`config.mk`:
```
export PLATFORM = sky130hd
export DESIGN_NAME = multicycle_control_fsm
export DESIGN_NICKNAME = d
export VERILOG_FILES = /design/src/rtl/multicycle_control_fsm.sv
export SDC_FILE = /design/constraint.sdc
export NUM_CORES = 1
export LEC_CHECK = 0
export ABC_CLOCK_PERIOD_IN_PS = 1920
export CAP_MARGIN = 0
export CELL_PAD_IN_SITES_DETAIL_PLACEMENT = 0
export CELL_PAD_IN_SITES_GLOBAL_PLACEMENT = 2
export CORE_MARGIN = 2
export CORE_UTILIZATION = 27
export CTS_CLUSTER_DIAMETER = 60
export CTS_CLUSTER_SIZE = 16
export DETAILED_ROUTE_END_ITERATION = 10
export MAX_ROUTING_LAYER = met4
export PLACE_DENSITY_LB_ADDON = 0.1
export SYNTH_ARGS = -nofsm -noshare
export SYNTH_HDL_FRONTEND = slang
export SYNTH_SLANG_ARGS = --single-unit
export TNS_END_PERCENT = 1
```
`constraint.sdc`:
```
create_clock -name clk -period 1.92 [get_ports clk]
set_input_delay 0.192 -clock clk [delete_from_list [all_inputs] [get_ports clk]]
set_output_delay 0.192 -clock clk [all_outputs]
set_load 0.03 [all_outputs]
```
`src/rtl/multicycle_control_fsm.sv`:
```
// Moore control FSM for the multicycle MIPS datapath, with a retired-instruction counter.
// Optional memory wait states are enabled by defining MC_MEM_WAIT_EN.
module multicycle_control_fsm #(
  parameter int COUNT_W = 32
) (
  input  logic               clk,
  input  logic               reset,
  input  logic [5:0]         opcode,
  input  logic               mem_ready,
  output logic               pc_write,
  output logic               pc_write_cond,
  output logic               i_or_d,
  output logic               mem_read,
  output logic               mem_write,
  output logic               ir_write,
  output logic               mem_to_reg,
  output logic               reg_dst,
  output logic               reg_write,
  output logic               alu_src_a,
  output logic [1:0]         alu_src_b,
  output logic               zero_ext,
  output logic [2:0]         alu_op,
  output logic [1:0]         pc_source,
  output logic [3:0]         state,
  output logic               instr_done,
  output logic               illegal,
  output logic [COUNT_W-1:0] instr_count
);

  localparam logic [3:0] S_FETCH    = 4'd0;
  localparam logic [3:0] S_DECODE   = 4'd1;
  localparam logic [3:0] S_MEMADR   = 4'd2;
  localparam logic [3:0] S_MEMRD    = 4'd3;
  localparam logic [3:0] S_MEMWB    = 4'd4;
  localparam logic [3:0] S_MEMWR    = 4'd5;
  localparam logic [3:0] S_RTYPE_EX = 4'd6;
  localparam logic [3:0] S_ALUWB    = 4'd7;
  localparam logic [3:0] S_BRANCH   = 4'd8;
  localparam logic [3:0] S_ADDI_EX  = 4'd9;
  localparam logic [3:0] S_JUMP     = 4'd10;
  localparam logic [3:0] S_ANDI_EX  = 4'd11;
  localparam logic [3:0] S_IMM_WB   = 4'd12;

  localparam logic [5:0] OP_RTYPE = 6'b000000;
  localparam logic [5:0] OP_LW    = 6'b100011;
  localparam logic [5:0] OP_SW    = 6'b101011;
  localparam logic [5:0] OP_BEQ   = 6'b000100;
  localparam logic [5:0] OP_ADDI  = 6'b001000;
  localparam logic [5:0] OP_ANDI  = 6'b001100;
  localparam logic [5:0] OP_J     = 6'b000010;

  logic [3:0] state_q;
  logic [3:0] state_d;
  logic       mem_ok;
  logic       op_legal;

`ifdef MC_MEM_WAIT_EN
  assign mem_ok = mem_ready;
`else
  logic unused_mem_ready;
  assign unused_mem_ready = mem_ready;
  assign mem_ok = 1'b1;
`endif

  always_comb begin
    op_legal = 1'b0;
    case (opcode)
      OP_RTYPE, OP_LW, OP_SW, OP_BEQ, OP_ADDI, OP_ANDI, OP_J: op_legal = 1'b1;
      default: op_legal = 1'b0;
    endcase
  end

  always_comb begin
    state_d = state_q;
    case (state_q)
      S_FETCH:    if (mem_ok) state_d = S_DECODE;
      S_DECODE: begin
        case (opcode)
          OP_LW, OP_SW: state_d = S_MEMADR;
          OP_RTYPE:     state_d = S_RTYPE_EX;
          OP_BEQ:       state_d = S_BRANCH;
          OP_ADDI:      state_d = S_ADDI_EX;
          OP_ANDI:      state_d = S_ANDI_EX;
          OP_J:         state_d = S_JUMP;
          default:      state_d = S_FETCH;
        endcase
      end
      // IR still holds the lw/sw opcode here, so it selects read vs write.
      S_MEMADR:   state_d = (opcode == OP_LW) ? S_MEMRD : S_MEMWR;
      S_MEMRD:    if (mem_ok) state_d = S_MEMWB;
      S_MEMWR:    if (mem_ok) state_d = S_FETCH;
      S_RTYPE_EX: state_d = S_ALUWB;
      S_ADDI_EX,
      S_ANDI_EX:  state_d = S_IMM_WB;
      S_MEMWB, S_ALUWB, S_IMM_WB, S_BRANCH, S_JUMP: state_d = S_FETCH;
      default:    state_d = S_FETCH;
    endcase
  end

  always_ff @(posedge clk or posedge reset) begin
    if (reset) state_q <= S_FETCH;
    else       state_q <= state_d;
  end

  // All control outputs are forced low while reset is held.
  always_comb begin
    pc_write      = 1'b0;
    pc_write_cond = 1'b0;
    i_or_d        = 1'b0;
    mem_read      = 1'b0;
    mem_write     = 1'b0;
    ir_write      = 1'b0;
    mem_to_reg    = 1'b0;
    reg_dst       = 1'b0;
    reg_write     = 1'b0;
    alu_src_a     = 1'b0;
    alu_src_b     = 2'b00;
    zero_ext      = 1'b0;
    alu_op        = 3'b000;
    pc_source     = 2'b00;
    instr_done    = 1'b0;
    illegal       = 1'b0;
    if (!reset) begin
      case (state_q)
        S_FETCH: begin
          mem_read  = 1'b1;
          ir_write  = mem_ok;
          pc_write  = mem_ok;
          alu_src_b = 2'b01;
        end
        S_DECODE: begin
          alu_src_b = 2'b11;
          illegal   = !op_legal;
        end
        S_MEMADR, S_ADDI_EX: begin
          alu_src_a = 1'b1;
          alu_src_b = 2'b10;
        end
        S_ANDI_EX: begin
          alu_src_a = 1'b1;
          alu_src_b = 2'b10;
          zero_ext  = 1'b1;
          alu_op    = 3'b011;
        end
        S_MEMRD: begin
          i_or_d   = 1'b1;
          mem_read = 1'b1;
        end
        S_MEMWR: begin
          i_or_d     = 1'b1;
          mem_write  = 1'b1;
          instr_done = mem_ok;
        end
        S_MEMWB: begin
          mem_to_reg = 1'b1;
          reg_write  = 1'b1;
          instr_done = 1'b1;
        end
        S_ALUWB: begin
          reg_dst    = 1'b1;
          reg_write  = 1'b1;
          instr_done = 1'b1;
        end
        S_IMM_WB: begin
          reg_write  = 1'b1;
          instr_done = 1'b1;
        end
        S_RTYPE_EX: begin
          alu_src_a = 1'b1;
          alu_op    = 3'b010;
        end
        S_BRANCH: begin
          alu_src_a     = 1'b1;
          alu_op        = 3'b001;
          pc_source     = 2'b01;
          pc_write_cond = 1'b1;
          instr_done    = 1'b1;
        end
        S_JUMP: begin
          pc_source  = 2'b10;
          pc_write   = 1'b1;
          instr_done = 1'b1;
        end
        default: ;
      endcase
    end
  end

  always_ff @(posedge clk or posedge reset) begin
    if (reset)           instr_count <= '0;
    else if (instr_done) instr_count <= instr_count + 1'b1;
  end

  assign state = state_q;

endmodule

```
Word-level counts from Yosys, hierarchy flattened
Cells that the tools add are included.
{"block": "classes", "addsub": 1, "eq_ne": 18, "mux": 36, "n_reduce_logical": 13}
{"operator": "4-bit one-hot mux with 6 select lines", "count": 2}
{"operator": "32-bit by 1-bit adder with 32-bit output (second input constant)", "count": 1}
{"operator": "1-bit two-way mux", "count": 27}
{"operator": "4-bit equality test (second input constant)", "count": 5}
{"operator": "4-bit by 3-bit equality test with 1-bit output (second input constant)", "count": 4}
{"operator": "6-bit by 4-bit equality test with 1-bit output (second input constant)", "count": 2}
{"operator": "6-bit equality test (second input constant)", "count": 2}
{"operator": "2-bit one-hot mux with 3 select lines", "count": 2}
{"operator": "2-bit OR reduction", "count": 5}
{"operator": "4-bit by 2-bit equality test with 1-bit output (second input constant)", "count": 2}
{"operator": "7-bit OR reduction", "count": 1}
{"operator": "6-bit by 2-bit equality test with 1-bit output (second input constant)", "count": 1}
{"operator": "6-bit by 3-bit equality test with 1-bit output (second input constant)", "count": 1}
{"operator": "6-bit logical NOT", "count": 1}
{"operator": "2-bit two-way mux", "count": 3}
{"operator": "3-bit OR reduction", "count": 2}
{"operator": "6-bit OR reduction", "count": 1}
{"operator": "5-bit OR reduction", "count": 1}
{"operator": "4-bit by 1-bit equality test with 1-bit output (second input constant)", "count": 1}
{"operator": "4-bit logical NOT", "count": 1}
{"operator": "2-bit one-hot mux with 2 select lines", "count": 1}
{"operator": "3-bit two-way mux", "count": 1}
{"operator": "1-bit logical NOT", "count": 1}
{"block": "word_totals", "regBits": 36, "input_bits": 9, "out_inout_bits": 56, "word_cells": 70}

Depth between registers and ports, before layout
{"block": "depth", "ltp_word": 6, "depth_mapped": 7, "depth_no_buf": 5}

Worst setup path after synthesis
No wires, ideal clock.
{"block": "synth_timing", "path_type": "flip-flop to output port", "start": "reg state_q[2], in the netlist state[2]", "end": "out pc_write", "arrival_ns": 2.175, "setup_slack_ns": -0.447, "stages_incl_launch_ff": 5, "path_cell_list": "dfrtp_1 > clkbuf_1 > or3_1 > nor3_1 > or2_2"}
{"block": "synth_between", "elab_chain_cells": 4, "word_cells_on_any_way": 5, "classes_between": "1 x eq/ne; 2 x mux; 2 x reduce/logical"}
{"item": "start, declared", "line_no": "52", "source": "logic [3:0] state_q;"}
{"item": "start signal, assigned", "line_no": "102", "source": "else state_q <= state_d;"}
{"item": "4-bit equality test / 4-bit logical NOT (equally long branches)", "line_no": "124", "source": "case (state_q)"}
{"item": "2-bit OR reduction (no source line) *"}
{"item": "1-bit two-way mux *", "line_no": "124"}
{"item": "1-bit two-way mux *", "line_no": "123", "source": "if (!reset) begin"}
{"item": "end, declared", "line_no": "10", "source": "output logic pc_write,"}
Mark *: on every way between the ends. The rest lies on a longest branch, timed or not.

Worst setup path after layout
{"block": "layout_timing", "start": "reg state_q[2], in the netlist state[2]", "end": "out illegal"}
{"block": "layout_between", "elab_chain_cells": 3}
{"item": "4-bit by 1-bit equality test with 1-bit output", "line_no": "124"}
{"item": "1-bit two-way mux", "line_no": "124"}
{"item": "1-bit two-way mux", "line_no": "123"}
{"item": "end, declared", "line_no": "26", "source": "output logic illegal,"}
Every way passes these cells.

==> impl_metrics.env <==
export IMPL_outcome="complete, no violations"
export IMPL_grt_overflow_total=0
export IMPL_finalHoldViolations=0
export IMPL_finalWeightedCongestion=0.6986
export IMPL_power_leakage_nw=1.292
export IMPL_post_synth_num_cell_types=43
export IMPL_criticalPathCategory="reg2out"
export IMPL_globalRouteTotalUtil=0.1352
export IMPL_cp_max_fo=10
export IMPL_first_iter_violations=63
export IMPL_post_synth_inst_count=208
export IMPL_grt_start_max_net_pins=37
export IMPL_power_switching_mw=0.8626
export IMPL_post_detailed_route_drc_marker_count=0
export IMPL_critPathLaunchType="flip-flop"
export IMPL_setup_worst_path_end_class="primary output"
export IMPL_routed_wirelength_mm=5.196
export IMPL_core_region_area_um2=7253
export IMPL_hold_ws_ps=473.0
export IMPL_p_int_mw=1.498
export IMPL_worst_endpoint_arrival_ps=1660
export IMPL_post_route_util=0.4025
export IMPL_cts_inserted_buffers=5
export IMPL_fin_tns_setup_ps=0
export IMPL_reg2reg_depth=5
export IMPL_crit_end="illegal"
export IMPL_yosysSeqAreaShare=0.4450
export IMPL_cp_cell_sequence="buf_6 > or3_4 > nor4_2 > buf_4"
export IMPL_worst_r2r_endpoint="instr_count[23]$_DFFE_PP0P_"
export IMPL_netlist_area_um2=2024
export IMPL_power_density_cell_area_nw_per_um2=808.7
export IMPL_place_hpwl_mm=3.899
export IMPL_h_tree_depth=2
export IMPL_finalPower_mw=2.361
export IMPL_synth_cells_most_frequent="36 x dfrtp_1, 25 x xnor2_1, 19 x nor2_1"
export IMPL_syn_area_per_cell_um2=9.733
export IMPL_port_buffers=62
export IMPL_tritoncts="done"
export IMPL_r2r_start="instr_count[7]$_DFFE_PP0P_"
export IMPL_floorplan_die_area_um2=8207
export IMPL_timing_max_transition_violations_final=0
export IMPL_hold_start="instr_count[31]$_DFFE_PP0P_"
export IMPL_rows=31
export IMPL_clock_path_buffers=2
export IMPL_die_height_um=90.59
export IMPL_clk_pin_slew_worst_paths_ps=70
export IMPL_cts_root_buf="clkbuf_8"
export IMPL_power_share_combinational=0.374
export IMPL_synthesis_nets=218
export IMPL_irDropWorstVdd_mv=0.5990
export IMPL_stdcell_area_um2=2919
export IMPL_fin_skew_ps=4.707
export IMPL_cp_max_stage_cell="dfrtp_1"
export IMPL_yosysMostFrequentCell="dfrtp_1"
export IMPL_grt_antenna_before_repair=0
export IMPL_synth_enable_flop_cells=0
export IMPL_fmaxAchievable_mhz=541.2
export IMPL_cts_sink_count=36
export IMPL_yosysWarningCount=0
export IMPL_timing_reg2reg_setup_slack_ps=210
export IMPL_routedWlPerCell_um=13.60
export IMPL_layout_area_overhead_vs_synth_pct=44.19
export IMPL_maxcap_viol_count=0
export IMPL_synthDominantAreaCellType="dfrtp_1"
export IMPL_postSynthRegisterBits=36
export IMPL_ios=65
export IMPL_setup_violators_final=0
export IMPL_async_flop_share=1.000
export IMPL_drt_first_pass_iters=4
export IMPL_layout_nets=293
export IMPL_synth_top_cells_by_area="dfrtp_1 44%, xnor2_1 11%, nor2_1 3.5%"
export IMPL_power_switching_share=0.3654
export IMPL_critical_path_max_stage_delay_ps=410
export IMPL_dpl_instance_area_um2=2790
export IMPL_die_w_um=90.59
export IMPL_grt_pass1_wl_mm=8.700
export IMPL_route_antenna_remaining_nets=0
export IMPL_power_share_sequential=0.380
export IMPL_postCtsHoldBufs=0
export IMPL_floorplan_initialDensity=0.2791
export IMPL_post_synth_top_area_fraction=0.4450
export IMPL_antennaDiodeCount=0
export IMPL_kind_of_path_behind_the_tightest_hold_check="reg2reg"
export IMPL_worst_setup_path_startpoint="state[2]$_DFF_PP0_"
export IMPL_clock_power_share=0.246
export IMPL_clk_insertion_delay_late_ps=280
export IMPL_route_detailed_vias_per_inst=4.584
export IMPL_vias_in_the_first_global_route=1709
export IMPL_worst_ep_required_time_ps=1730
export IMPL_grt_setup_unrepaired="yes"
export IMPL_synth_main_ff_cell="dfrtp_1"
export IMPL_vias=1751
export IMPL_timing_final_crit_share=0.9623
export IMPL_drive_gt1_frac=0.2332
export IMPL_timing_final_crit_period_ps=1848
## critical path, delay by kind of cell (launching register included)
kind | cells | cell delay [ps]
buffers and inverters | 2 | 350
DFF | 1 | 410
and+or+nand+nor | 2 | 610
## area by class of cell
class	instances	area [µm²]
fillers	764	4334
multi-input cells	156	1066
flip-flops and latches	36	902.1
repair buffers	79	708.2
well taps	99	123.9
clock buffers	7	96.34
inverters	5	22.52
## power by group through the flow
stage,Clock (mW),Sequential (mW),Combinational [mW]
global placement,0,0.908,0.865
finish,0.580,0.897,0.883
floorplan,0,0.990,0.434
global route,0.636,0.909,0.948
detailed placement,0,0.907,0.861
CTS,0.603,0.895,0.869
## repair_timing
action,CTS,global route
pin swaps,0,0
resized for setup,2,3
setup buffers,0,2
endpoints found under the setup margin,3,7
## routing by layer
metal  vias up  routed length (µm)  GRT usage
li1        881                   -          -
met1       832                2712     0.1971
met2        36                2250     0.1891
met3         2                 201    0.02755
met4         0                  32    0.03846
met5         -                   0          -
## layout by cell type, fill, tap and decap left out, drive strengths merged, types with 2 or more instances in the layout
| master | netlist | final |
|---|---|---|
| o21ai | 6 | 6 |
| nor2 | 19 | 19 |
| nor3 | 12 | 12 |
| nor2b | 2 | 2 |
| dfrtp | 36 | 36 |
| or2 | 4 | 4 |
| clkdlybuf4s50 | 0 | 43 |
| nand4 | 13 | 13 |
| a21oi | 8 | 8 |
| nor4 | 5 | 5 |
| nand2 | 18 | 18 |
| and3 | 8 | 8 |
| and4 | 3 | 3 |
| xnor2 | 25 | 25 |
| clkbuf | 4 | 7 |
| buf | 7 | 36 |
| nand3 | 12 | 12 |
| xor2 | 8 | 8 |
| inv | 5 | 4 |
## flip-flops by register name, indices dropped and copies added, names as in the netlist
signal,count
instr_count,32
state,4
## cells by family after synthesis
group	Yosys count	synth area share
and+or+nand+nor	103	0.3140
DFF	36	0.4450
xor gates and xnor gates	33	0.1428
AOI/OAI and AO/OA	17	0.04574
buffers and inverters	16	0.03893
adders and majority gates	1	0.006179
other	1	0.001852
muxes	1	0.005562
## per-stage QoR
| stage | cells | worst slack (ps) |
|---|---|---|
| final | 382 | 72.41 |
| after global routing | 382 | -8.425 |
| after CTS | 380 | 1.976 |
| after detailed placement | 373 | 54.72 |
| after global placement | 373 | 52.31 |
| after floorplan | 208 | -157.7 |
## how the worst min path moves through the flow
stage | to | slack (ps) | cells past startpoint
global placement | instr_count[31]$_DFFE_PP0P_ | 460 | 1
global route | instr_count[31]$_DFFE_PP0P_ | 510 | 1
floorplan | state[0]$_DFF_PP0_ | 340 | 2
detailed placement | instr_count[31]$_DFFE_PP0P_ | 460 | 1
finish | instr_count[31]$_DFFE_PP0P_ | 470 | 1
CTS | instr_count[31]$_DFFE_PP0P_ | 480 | 1
No activity file was read; power rests on OpenSTA's default activity.
